===== src/rtl/half_beat_assembler.sv =====
// Reassembles low/high half-width result beats into full-width words with carry on a valid/ready port.
// Optional SKID_BUF_EN adds a shadow word assembler so beats keep flowing while the output stalls.
module half_beat_assembler #(
    parameter int DATA_WIDTH = 8,
    parameter int CNT_WIDTH  = 16
) (
    input  logic                    clk,
    input  logic                    rst_n,
    input  logic                    beat_valid,
    input  logic [DATA_WIDTH/2-1:0] beat_data,
    input  logic                    beat_hi,
    input  logic                    beat_cout,
    output logic                    beat_ready,
    output logic                    word_valid,
    input  logic                    word_ready,
    output logic [DATA_WIDTH-1:0]   word_data,
    output logic                    word_cout,
    output logic                    order_err,
    output logic [CNT_WIDTH-1:0]    word_cnt
);
    localparam int HW = DATA_WIDTH / 2;

    typedef enum logic [1:0] {ST_LO, ST_HI, ST_FULL} state_t;

    state_t                r_state, w_state_nxt;
    logic [HW-1:0]         r_lo, w_lo_nxt;
    logic [DATA_WIDTH-1:0] r_word, w_word_nxt;
    logic                  r_cout, w_cout_nxt;
    logic                  r_err, w_err_nxt;
    logic [CNT_WIDTH-1:0]  r_cnt;
    logic                  w_beat_acc;
    logic                  w_handoff;
    logic                  w_ready_st;

`ifdef SKID_BUF_EN
    state_t                r_sh_state, w_sh_state_nxt;
    logic [HW-1:0]         r_sh_lo, w_sh_lo_nxt;
    logic [DATA_WIDTH-1:0] r_sh_word, w_sh_word_nxt;
    logic                  r_sh_cout, w_sh_cout_nxt;

    assign w_ready_st = !((r_state == ST_FULL) && (r_sh_state == ST_FULL));
`else
    assign w_ready_st = (r_state != ST_FULL);
`endif

    // Gated with rst_n so beat_ready is low for the whole reset, not just after the first edge.
    assign beat_ready = rst_n & w_ready_st;
    assign word_valid = (r_state == ST_FULL);
    assign w_beat_acc = beat_valid & beat_ready;
    assign w_handoff  = word_valid & word_ready;
    assign word_data  = r_word;
    assign word_cout  = r_cout;
    assign order_err  = r_err;
    assign word_cnt   = r_cnt;

    always_comb begin
        w_state_nxt = r_state;
        w_lo_nxt    = r_lo;
        w_word_nxt  = r_word;
        w_cout_nxt  = r_cout;
        w_err_nxt   = 1'b0;
`ifdef SKID_BUF_EN
        w_sh_state_nxt = r_sh_state;
        w_sh_lo_nxt    = r_sh_lo;
        w_sh_word_nxt  = r_sh_word;
        w_sh_cout_nxt  = r_sh_cout;
`endif
        case (r_state)
            ST_LO: begin
                if (w_beat_acc) begin
                    if (beat_hi) begin
                        w_err_nxt = 1'b1;
                    end else begin
                        w_lo_nxt    = beat_data;
                        w_state_nxt = ST_HI;
                    end
                end
            end
            ST_HI: begin
                if (w_beat_acc) begin
                    if (beat_hi) begin
                        w_word_nxt  = {beat_data, r_lo};
                        w_cout_nxt  = beat_cout;
                        w_state_nxt = ST_FULL;
                    end else begin
                        w_lo_nxt  = beat_data;
                        w_err_nxt = 1'b1;
                    end
                end
            end
            ST_FULL: begin
`ifdef SKID_BUF_EN
                if (w_beat_acc) begin
                    case (r_sh_state)
                        ST_LO: begin
                            if (beat_hi) begin
                                w_err_nxt = 1'b1;
                            end else begin
                                w_sh_lo_nxt    = beat_data;
                                w_sh_state_nxt = ST_HI;
                            end
                        end
                        ST_HI: begin
                            if (beat_hi) begin
                                w_sh_word_nxt  = {beat_data, r_sh_lo};
                                w_sh_cout_nxt  = beat_cout;
                                w_sh_state_nxt = ST_FULL;
                            end else begin
                                w_sh_lo_nxt = beat_data;
                                w_err_nxt   = 1'b1;
                            end
                        end
                        default: ;
                    endcase
                end
                // On handoff the shadow (including a beat landing this edge) becomes the primary assembler.
                if (w_handoff) begin
                    case (w_sh_state_nxt)
                        ST_FULL: begin
                            w_word_nxt = w_sh_word_nxt;
                            w_cout_nxt = w_sh_cout_nxt;
                        end
                        ST_HI: begin
                            w_lo_nxt    = w_sh_lo_nxt;
                            w_state_nxt = ST_HI;
                        end
                        default: w_state_nxt = ST_LO;
                    endcase
                    w_sh_state_nxt = ST_LO;
                end
`else
                if (w_handoff) begin
                    w_state_nxt = ST_LO;
                end
`endif
            end
            default: w_state_nxt = ST_LO;
        endcase
    end

    always_ff @(posedge clk or negedge rst_n) begin
        if (!rst_n) begin
            r_state <= ST_LO;
            r_lo    <= '0;
            r_word  <= '0;
            r_cout  <= 1'b0;
            r_err   <= 1'b0;
            r_cnt   <= '0;
        end else begin
            r_state <= w_state_nxt;
            r_lo    <= w_lo_nxt;
            r_word  <= w_word_nxt;
            r_cout  <= w_cout_nxt;
            r_err   <= w_err_nxt;
            if (w_handoff) begin
                r_cnt <= r_cnt + 1'b1;
            end
        end
    end

`ifdef SKID_BUF_EN
    always_ff @(posedge clk or negedge rst_n) begin
        if (!rst_n) begin
            r_sh_state <= ST_LO;
            r_sh_lo    <= '0;
            r_sh_word  <= '0;
            r_sh_cout  <= 1'b0;
        end else begin
            r_sh_state <= w_sh_state_nxt;
            r_sh_lo    <= w_sh_lo_nxt;
            r_sh_word  <= w_sh_word_nxt;
            r_sh_cout  <= w_sh_cout_nxt;
        end
    end
`endif

endmodule


===== config.mk =====
export PLATFORM = sky130hd
export DESIGN_NAME = half_beat_assembler
export DESIGN_NICKNAME = d
export VERILOG_FILES = /design/src/rtl/half_beat_assembler.sv
export SDC_FILE = /design/constraint.sdc
export NUM_CORES = 1
export LEC_CHECK = 0
export ABC_CLOCK_PERIOD_IN_PS = 4360
export BUFFER_PORTS_ARGS = -buffer_cell sky130_fd_sc_hd__buf_4
export CAP_MARGIN = 20
export CORE_ASPECT_RATIO = 1.75
export CORE_MARGIN = 4
export CORE_UTILIZATION = 28
export DETAILED_ROUTE_END_ITERATION = 10
export GPL_ROUTABILITY_DRIVEN = 1
export PLACE_DENSITY = 0.46
export SLEW_MARGIN = 20
export SYNTH_ARGS = -nofsm -noshare
export SYNTH_HDL_FRONTEND = slang
export SYNTH_SLANG_ARGS = --single-unit

===== constraint.sdc =====
create_clock -name clk -period 4.36 [get_ports clk]
set_input_delay 0.872 -clock clk [delete_from_list [all_inputs] [get_ports clk]]
set_output_delay 0.872 -clock clk [all_outputs]
set_load 0.01 [all_outputs]

# ---- Yosys cells after proc, flatten, opt, wreduce, memory -nomap -nowiden
# Index checks and enable logic that the tools add are counted.
dict set report word_totals {
  output_inout_bits 28
  wordCells 35
  reg_bits 32
  input_bits 10
}
dict set report classes {
  n_mux 11
  addsub 1
  n_eq_ne 8
  n_bitwise 4
  reduce_logical 5
}
# operator count
set op_table {}
lappend op_table {{adder 16 x 1 -> 16 bit (second input constant)} 1}
lappend op_table {{two-way mux 2 bit} 5}
lappend op_table {{!= test 2 bit (second input constant)} 5}
lappend op_table {{case mux 2 bit (3 select lines)} 1}
lappend op_table {{AND reduction 3 bit} 2}
lappend op_table {{AND reduction 5 bit} 1}
lappend op_table {{two-way mux 1 bit} 4}
lappend op_table {{AND 1 bit} 3}
lappend op_table {{equality test 2 x 1 -> 1 bit (second input constant)} 1}
lappend op_table {{equality test 2 bit (second input constant)} 1}
lappend op_table {{logical NOT 2 bit} 1}
lappend op_table {{!= test 2 x 1 -> 1 bit (second input constant)} 1}
lappend op_table {{case mux 1 bit (2 select lines)} 1}
lappend op_table {{OR reduction 2 bit} 1}
lappend op_table {{NOT 1 bit} 1}

# ---- Longest topological paths before layout
# Gate-level depths: netlist of the first run.
dict set report logic_depth {
  ltp_word 5
  ltp_mapped 6
  mapped_depth_nobuf 5
}

# ---- Least setup slack after synthesis of the first run
# OpenSTA, ideal clock, no wires.
dict set report synth_path {
  path_kind {input to output}
  start {in rst_n}
  end {out beat_ready}
  arrival_ns 1.069
  slack_ns 2.419
  cell_stages 1
  cell_sequence {nor2b_1}
}
dict set report synth_between {
  elab_chain_len 1
}
# element line
set synth_rtl {}
lappend synth_rtl {{start: declaration} 8} ;# input logic rst_n,
lappend synth_rtl {{AND 1 bit} 47} ;# assign beat_ready = rst_n & w_ready_st;
lappend synth_rtl {{end: declaration} 13} ;# output logic beat_ready,
# Every way passes these cells.

# ---- Worst setup path after layout of the first run
# Ends and elaborated chain as after synthesis.

==> impl_metrics.ini, run 1 <==
[yosys]
ys_warn_count = 0
ys_top_cells_by_area = dfrtp_1 (57%), mux2_4 (9.6%), xnor2_1 (6.8%)
yosys.area_share.adder = 0.01770
synth-seq-cells = 32
yosysSeqAreaShare = 0.5664
syn_area_per_cell_um2 = 13.59
synth_top_family_by_area = simple AND/OR/NAND/NOR gates
yosysUniqueCellTypes = 25
yosys.area.top_type = dfrtp_1
synth-xor-area-share = 0.09292
synthSimpleGateAreaFrac = 0.1460
synth.area.mux_share = 0.1354
synthCells = 104
synth_compound_area_frac = 0.02035
yosysTopAreaCellShare = 0.5664
synth_area_um2 = 1414
synth_fp_nets = 116

[route]
num_vias = 940
ant_nets = 0
drc = 0
top_layer = met4
met3WireLength_um = 227
wl_um = 2753
route.met2.wl_um = 1358
first_pass_iters = 2
drt_iter0_drc = 8
drt-met1-wl_um = 1107
via_per_inst = 4.677
wl_per_cell_um = 13.70

[timing]
skew_ns = 0.004086
fin_crit_ns = 2.461
setup_viol = 0
slew_headroom = 0.6037
finalHoldViolCount = 0
whs_ns = 0.4724
tightestPinTransition_ns = 0.5899
rsz0062_at_grt = false
fmax_mhz = 406.3
tns_ns = 0
period_share = 0.5646
slew_viol_final = 0

[clocking]
clk_path_buf_depth = 2
cts_tree = yes
cts_setup_buffers = 0
clk-insertion-delay-late_ns = 0.28
clkTransAtPathRegs_ns = 0.06
htree_levels = 2
cts.sinks = 32
numCtsBuffers = 5
root_buffer = clkbuf_8
post_cts_resized = 0
hold_buffers = 0

[critical_path]
cp.required_ns = 3.49
critical_path_class = in -> out
path_cells = buf_4 -> nor2b_1 -> buf_4
reg2reg_setup_slack_ns = 2.57
cp-startpoint = rst_n
rr_endpoint = word_data[4]
crit_end = beat_ready
r2r_start = r_state[1]
arrival_ns = 1.59
crit_path_max_fanout = 35
cpLargestDelayFamily = buffers and inverters
critical-path-max-stage-delay_ns = 0.37
start_kind = input pin
crit_slowest_cell = buf_4
r2r_cells = 3
cpMostUsedCell = buf_4
path_depth = 3
crit_path_end_kind = output port
cp_num_buf_inv = 2

[placed_design]
dp_hpwl_um = 2083
placed_area_um2 = 1737
portBuffers = 37
place.gp.congestion = 0.6942

[global_routing]
grtUsageTotal = 0.09596
grt_pass1_wl_um = 4450
grt_pass1_vias = 923
antenna_found_initial = 0
grt_max_degree = 36
grt_overflow_total = 0

[layout]
diodes = 0
finalInstanceArea_um2 = 1844
num-nets-final = 158
drive_gt1_frac = 0.4218
synthToLayoutAreaGrowth_pct = 30.44

[floorplan]
fp-row-count = 34
core_um2 = 4935
start_util = 0.2865
die_h_um = 102.0
num_io_pins = 38
dieArea_um2 = 6295
die_w_um = 61.72

[status]
outcome = finished clean

[flow_run]
drv_cap = 0

[worst_hold_path]
hold_path_class = reg -> reg
holdCritStartpoint = word_cnt[15]

[power]
ir_drop_mv = 0.2736
p_leak_nw = 0.9420
power_density_nw_per_um2 = 541.9
## placed cells by master, fill, tap and decap left out, types with 2 or more instances in the layout
cell / n
buf_4: 37
clkbuf_8: 5
nand2_1: 8
xor2_1: 4
nand3_1: 4
nor3_1: 4
mux2_4: 9
ha_1: 2
mux2_2: 5
dfrtp_1: 32
inv_1: 2
nor2b_1: 2
xnor2_1: 11
nand4_1: 2
o21ai_0: 3
and4_1: 2
nor2_1: 3
## routing by layer
layer	vias to the layer above	global-route usage
li1	445	-
met1	455	0.1184
met2	35	0.1469
met3	5	0.03034
met4	0	0.04902
met5	-	0
## registers in the layout, summed over array words and instances, names as in the netlist
name / count
word_data: 8
r_lo: 4
word_cnt: 16
word_cout: 1
order_err: 1
r_state: 2
## worst min path at each step
stage | end | slack [ns] | cells past startpoint
detailed placement | word_cnt[15] | 0.47 | 1
global placement | word_cnt[15] | 0.46 | 1
finish | word_cnt[15] | 0.47 | 1
CTS | word_cnt[15] | 0.48 | 1
floorplan | word_data[0] | 0.48 | 1
global route | word_cnt[15] | 0.50 | 1
## synth_stat cells
library cell / instances
dfrtp_1: 32
xnor2_1: 11
mux2_4: 9
nand2_1: 8
mux2_2: 5
nand3_1: 4
nor3_1: 4
xor2_1: 4
nor2_1: 3
o21ai_0: 3
and4_1: 2
buf_6: 2
ha_1: 2
inv_1: 2
nand4_1: 2
nor2b_1: 2
a21oi_1: 1
and3_1: 1
nand2b_4: 1
nand3b_4: 1
nand4b_1: 1
nor4_4: 1
o41ai_1: 1
or2_2: 1
or3_1: 1
## kinds of logic after synthesis
logic type,count (synthesis)
AND/OR/NAND/NOR,32
AO/OA/AOI/OAI,5
multiplexers,14
XOR/XNOR,15
flip-flops,32
buffers and inverters,4
adder cells (fa/ha/maj),2
## area by class of cell
cell class | count | area (µm²)
Inverter | 2 | 7.507
Timing Repair Buffer | 37 | 277.8
Tap cell | 54 | 67.56
Sequential cell | 32 | 800.8
Clock inverter | 2 | 35.03
Clock buffer | 6 | 72.57
Fill cell | 496 | 3090
Multi-Input combinational cell | 68 | 583.1
## through the flow
step,utilization,instances,setup slack (ns),power (mW)
after floorplan,-,104,2.419,0.6024
after global placement,0.3519,193,1.818,0.7278
after detailed placement,0.3519,193,1.776,0.7363
after CTS,0.3737,201,1.841,1.019
after global routing,0.3737,201,1.787,1.062
final,0.3737,201,1.899,0.9994
## where the power goes
group / switching [mW] / internal, mW / total, mW
combinational: 0.106 / 0.180 / 0.286
clock: 0.105 / 0.169 / 0.275
sequential: 0.0664 / 0.372 / 0.439
## worst register-to-register path, stage by stage, from the launching register on
cell and delay, ns:
dfrtp_1 0.49, nand2b_4 0.20, or3_1 0.60, mux2_4 0.39
No activity file was read; power rests on OpenSTA's default activity.
==> run 2: changes to the inputs <==
--- a/config.mk
+++ b/config.mk
@@ -5,7 +5,8 @@
 export SDC_FILE = /design/constraint.sdc
 export NUM_CORES = 1
 export LEC_CHECK = 0
-export ABC_CLOCK_PERIOD_IN_PS = 4360
+export ABC_AREA = 1
+export ABC_CLOCK_PERIOD_IN_PS = 2470
 export BUFFER_PORTS_ARGS = -buffer_cell sky130_fd_sc_hd__buf_4
 export CAP_MARGIN = 20
 export CORE_ASPECT_RATIO = 1.75
==> constraint.sdc (replaced) <==
create_clock -name clk -period 2.47 [get_ports clk]
set_input_delay 0.494 -clock clk [delete_from_list [all_inputs] [get_ports clk]]
set_output_delay 0.494 -clock clk [all_outputs]
set_load 0.01 [all_outputs]
==> run 2 against run 1 <==
Against the previous run: critical path depth increased by 1; non-clock buffer count rose by 1; largest power group unchanged; critical endpoint unchanged; final cell count increased by 30%.
==> impl_metrics.ini, run 2 <==
[power]
sw_frac_of_total = 0.3292
switchingPower_mw = 0.6111
power_frac_comb = 0.299
p_seq_frac = 0.434
power_density_nw_per_um2 = 950.0
power.internal_mw = 1.245
ir_drop_mv = 0.3728
p_leak_nw = 1.016
p_clk_frac = 0.267

[timing]
rsz0062_at_grt = false
finalHoldViolCount = 0
fin_crit_ns = 1.755
slew_viol_final = 0
fmax_mhz = 569.8
tightestPinTransition_ns = 0.4167
skew_ns = 0.009879
tns_ns = 0
period_share = 0.7105
slew_headroom = 0.7222
setup_viol = 0
setup_slack_ns = 0.7150

[route]
drt_iter0_drc = 24
drc = 0
first_pass_iters = 4
wl_per_cell_um = 12.74
ant_nets = 0
wl_um = 3326
num_vias = 1187
via_per_inst = 4.548

[clocking]
post_cts_resized = 0
cts.sinks = 32
htree_levels = 2
cts_tree = yes
clkTransAtPathRegs_ns = 0.07
root_buffer = clkbuf_8
numCtsBuffers = 5
clk-insertion-delay-late_ns = 0.28
hold_buffers = 0
cts_setup_buffers = 0
clk_path_buf_depth = 2

[yosys]
yosysTopAreaCellShare = 0.5338
synthCells = 161
syn_area_per_cell_um2 = 9.318
synth.most_common_cell = nand2_1
yosysUniqueCellTypes = 21
synth_area_um2 = 1500
ys_top_cells_by_area = dfrtp_1 (53%), nand2_1 (9.8%), inv_1 (4.5%)
synth-seq-cells = 32
yosysSeqAreaShare = 0.5338
synthTopCellsByCount = nand2_1 (39), dfrtp_1 (32), inv_1 (18)
synth_fp_nets = 173
synthArstFlopShare = 1.000
synth_edf_count = 0
ys_warn_count = 0
ys.flop_type = dfrtp_1
yosys.area.top_type = dfrtp_1

[floorplan]
dieArea_um2 = 6639
fp-row-count = 35
die_w_um = 63.33
start_util = 0.2879
num_io_pins = 38
die_h_um = 104.8
core_um2 = 5211

[global_routing]
antenna_found_initial = 0
grt_use_met3 = 0.04301
grt_pass1_vias = 1310
grt_overflow_total = 0
grt_pass1_wl_um = 5927
grt_use_met1 = 0.1097
use_met2 = 0.2102
top_usage_layer = met2
grtUsageTotal = 0.1138
grt_max_degree = 33

[layout]
largest_reg_flops = 16
diodes = 0
drive_gt1_frac = 0.3107
final_cell_mix = nand2_1 (39), buf_4 (38), dfrtp_1 (32)
nFillCells = 539
synthToLayoutAreaGrowth_pct = 30.27
final_common_cell = nand2_1
num-nets-final = 217

[status]
outcome = finished clean

[critical_path]
critical_path_class = reg -> out
crit_slowest_cell = dfrtp_1
cp_num_buf_inv = 2
crit_path_end_kind = output port
crit_path_max_fanout = 7
start_kind = flip-flop
cp.required_ns = 1.98
critical-path-max-stage-delay_ns = 0.50
path_cells = inv_2 -> nor2_2 -> nor2_4 -> buf_4
arrival_ns = 1.26
cpLargestDelayFamily = flip-flops

[placed_design]
place.gp.congestion = 0.7530
portBuffers = 37
dp_slack_ns = 0.9744
dp_hpwl_um = 2589

[worst_hold_path]
hold_path_class = in -> async

[flow_run]
drv_cap = 0
-- run 2: cell count changes in the layout (fill, tap and decap cells not counted), sizes merged, moves of 2 or more --
cell	before	now
a21oi	1	4
and4	2	0
inv	2	19
mux2	14	1
nand2	8	42
nand3	4	7
nor2	3	24
nor2b	2	0
nor3	4	2
o21ai	3	12
xnor2	11	5
xor2	4	6
-- run 2: final timing paths --
check	slack (ns)	cells after the start	endpoint	start
setup / recovery	0.72	4	beat_ready	r_state[1]
hold / removal	0.24	2	word_cnt[0]	rst_n
setup reg to reg	1.01	7	word_data[5]	r_state[1]
hold reg to reg	0.47	2	word_data[3]	r_lo[3]
max in group asynchronous	1.93	2	word_data[0]	rst_n
min in group clk	0.42	3	word_cout	beat_cout
-- run 2: logic make-up (layout without fill, tap and decap cells) --
family | Yosys count | count (layout) | synth area share
AO/OA/AOI/OAI | 16 | 16 | 0.06339
XOR/XNOR | 11 | 11 | 0.06422
adder cells (fa/ha/maj) | 2 | 2 | 0.01668
buffers and inverters | 20 | 65 | 0.05504
flip-flops | 32 | 32 | 0.5338
multiplexers | 1 | 1 | 0.007506
AND/OR/NAND/NOR | 79 | 79 | 0.2594
-- run 2: stage by stage --
| stage | power (mW) | cells | util | cell area [µm²] | hold slack, ns |
|---|---|---|---|---|---|
| after detailed placement | 1.387 | 253 | 0.3537 | 1843 | 0.4745 |
| after global routing | 1.993 | 261 | 0.3750 | 1954 | 0.2648 |
| after CTS | 1.899 | 261 | 0.3750 | 1954 | 0.2428 |
| after floorplan | 1.092 | 161 | - | 1500 | 0.1984 |
| after global placement | 1.373 | 253 | 0.3537 | 1843 | 0.4660 |
| final | 1.857 | 261 | 0.3750 | 1954 | 0.2391 |
-- run 2: final cells by class --
cell class	instances	area, µm²	share of cell area
multi-input cells	109	616.8	0.3156
inverters	19	71.32	0.03649
well taps	55	68.82	0.03521
clock buffers	5	68.82	0.03521
flip-flops and latches	32	800.8	0.4097
repair buffers	38	285.3	0.1460
clock inverters	3	42.54	0.02177
-- run 2: metal layers --
| layer | vias up | routed length, µm |
|---|---|---|
| met5 | - | 0 |
| met4 | 0 | 63 |
| met3 | 6 | 198 |
| met2 | 31 | 1830 |
| met1 | 558 | 1232 |
| li1 | 592 | - |
-- run 2: power groups by stage --
stage | clock, mW | sequential [mW] | combinational, mW
global route | 0.541 | 0.832 | 0.620
global placement | 0 | 0.817 | 0.557
floorplan | 0 | 0.839 | 0.252
detailed placement | 0 | 0.819 | 0.567
finish | 0.496 | 0.807 | 0.554
CTS | 0.518 | 0.811 | 0.570
-- run 2: worst reg2reg max path, delay by kind of cell, from the launching register on --
kind	cells	cell delay [ns]
simple gates	5	0.70
flops	1	0.48
compound gates	1	0.11
buf+inv	1	0.10
==> run 3: changes to the inputs <==
--- a/config.mk
+++ b/config.mk
@@ -6,7 +6,7 @@
 export NUM_CORES = 1
 export LEC_CHECK = 0
 export ABC_AREA = 1
-export ABC_CLOCK_PERIOD_IN_PS = 2470
+export ABC_CLOCK_PERIOD_IN_PS = 1800
 export BUFFER_PORTS_ARGS = -buffer_cell sky130_fd_sc_hd__buf_4
 export CAP_MARGIN = 20
 export CORE_ASPECT_RATIO = 1.75
==> constraint.sdc (replaced) <==
create_clock -name clk -period 1.8 [get_ports clk]
set_input_delay 0.36 -clock clk [delete_from_list [all_inputs] [get_ports clk]]
set_output_delay 0.36 -clock clk [all_outputs]
set_load 0.01 [all_outputs]
==> run 3 against run 2 <==
Against the previous run: core utilization shrank 0.36 points; wire length grew 3.5%; sequential share of layout area grew 0.40 points; worst setup slack lost 0.58 ns; final cell count is the same; clock-buffer cell count grew 1; flip-flop and latch count is the same.
==> impl_metrics.ini, run 3 (synthesis gave the netlist of run 2 again) <==
[clocking]
clk-insertion-delay-late_ns = 0.28
root_buffer = clkbuf_8
numCtsBuffers = 5
clk_path_buf_depth = 2
cts.sinks = 32
clkTransAtPathRegs_ns = 0.07
cts_setup_buffers = 0
hold_buffers = 0
htree_levels = 2
cts_tree = yes
post_cts_resized = 0

[power]
switchingPower_mw = 0.8452
power_frac_comb = 0.313
ir_drop_mv = 0.6179
power_density_nw_per_um2 = 1266
sw_frac_of_total = 0.3448
power.internal_mw = 1.606
p_leak_nw = 1.012
p_clk_frac = 0.238
power.total_mw = 2.451
p_seq_frac = 0.449

[placed_design]
placed_cells = 253
dp_hpwl_um = 2640
portBuffers = 37
place.gp.congestion = 0.8699
placed_area_um2 = 1843

[critical_path]
crit_path_max_fanout = 7
path_depth = 4
rr_endpoint = word_data[7]
crit_path_end_kind = output port
r2r_cells = 7
path_cells = inv_2 -> nor2_2 -> nor2_4 -> buf_4
critical_path_class = reg -> out
reg2reg_setup_slack_ns = 0.29
cp_num_buf_inv = 2
crit_slowest_cell = dfrtp_1
cp.required_ns = 1.44
start_kind = flip-flop
cpLargestDelayFamily = flip-flops
critical-path-max-stage-delay_ns = 0.52
r2r_start = r_state[1]
arrival_ns = 1.30

[global_routing]
grt_overflow_total = 0
grt_pass1_wl_um = 5934
grt_max_degree = 33
antenna_found_initial = 0
grt_pass1_vias = 1267
grtUsageTotal = 0.1147

[status]
outcome = finished clean

[floorplan]
core_um2 = 5211
dieArea_um2 = 6639
die_w_um = 63.33
num_io_pins = 38
fp-row-count = 35
start_util = 0.2879
die_h_um = 104.8

[route]
via_per_inst = 4.544
num_vias = 1186
route.met2.wl_um = 1829
wl_per_cell_um = 13.19
wl_um = 3443
drc = 0
first_pass_iters = 4
drt_iter0_drc = 60
drt-met1-wl_um = 1267
met3WireLength_um = 249
ant_nets = 0
top_layer = met4

[timing]
rsz0062_at_grt = false
fin_crit_ns = 1.664
fmax_mhz = 600.9
tns_ns = 0
setup_viol = 0
skew_ns = 0.005196
slew_headroom = 0.7175
tightestPinTransition_ns = 0.4237
slew_viol_final = 0
period_share = 0.9246
finalHoldViolCount = 0

[flow_run]
drv_cap = 0

[layout]
final_cell_mix = nand2_1 (39), buf_4 (38), dfrtp_1 (32)
drive_gt1_frac = 0.3107
multi_input_area_um2 = 616.8
nFillCells = 534
regArea_um2 = 800.8
final_common_cell = nand2_1
stdcell_count = 261
num-nets-final = 217
synthToLayoutAreaGrowth_pct = 29.02
largest_reg_flops = 16
finalInstanceArea_um2 = 1936
diodes = 0

[worst_hold_path]
hold_path_class = in -> async
-- run 3: cell count changes in the layout (fill, tap and decap cells not counted), sizes merged --
cell	change
bufinv	-1
clkbuf	+1
clkinvlp	-1
clkinv	+1
-- run 3: layout make-up --
type,instances,share of cell area
sequential,32,0.4137
clock inverter,2,0.005171
clock buffer,6,0.04266
multi-input combinational,109,0.3187
inverter,19,0.03685
timing repair buffer,38,0.1474
tap,55,0.03555
-- run 3: worst max path at each step --
stage	startpoint	endpoint
6_report	r_state[1]	beat_ready
5_1_grt	r_state[1]	beat_ready
4_1_cts	r_state[1]	beat_ready
3_5_place_dp	r_state[1]	word_data[7]
3_3_place_gp	r_state[1]	word_data[4]
2_1_floorplan	word_cnt[0]	word_cnt[12]
-- run 3: power by group through the flow --
stage / combinational [mW] / sequential (mW) / clock (mW)
global route: 0.861 / 1.13 / 0.640
detailed placement: 0.790 / 1.11 / 0
finish: 0.768 / 1.10 / 0.584
floorplan: 0.346 / 1.15 / 0
global placement: 0.770 / 1.10 / 0
CTS: 0.790 / 1.10 / 0.610
-- run 3: per-stage QoR --
stage          worst slack, ns  hold slack (ns)  utilization
2_1_floorplan           0.4630          0.06441            -
3_3_place_gp            0.3406           0.4261       0.3537
3_5_place_dp            0.2799           0.4306       0.3537
4_1_cts                 0.1196           0.1096       0.3714
5_1_grt                0.06369           0.1343       0.3714
6_report                0.1358          0.09945       0.3714
-- run 3: layer usage --
layer | vias to the layer above | GRT usage
li1 | 587 | -
met1 | 557 | 0.1141
met2 | 34 | 0.2034
met3 | 8 | 0.04086
met4 | 0 | 0.06028
met5 | - | 0
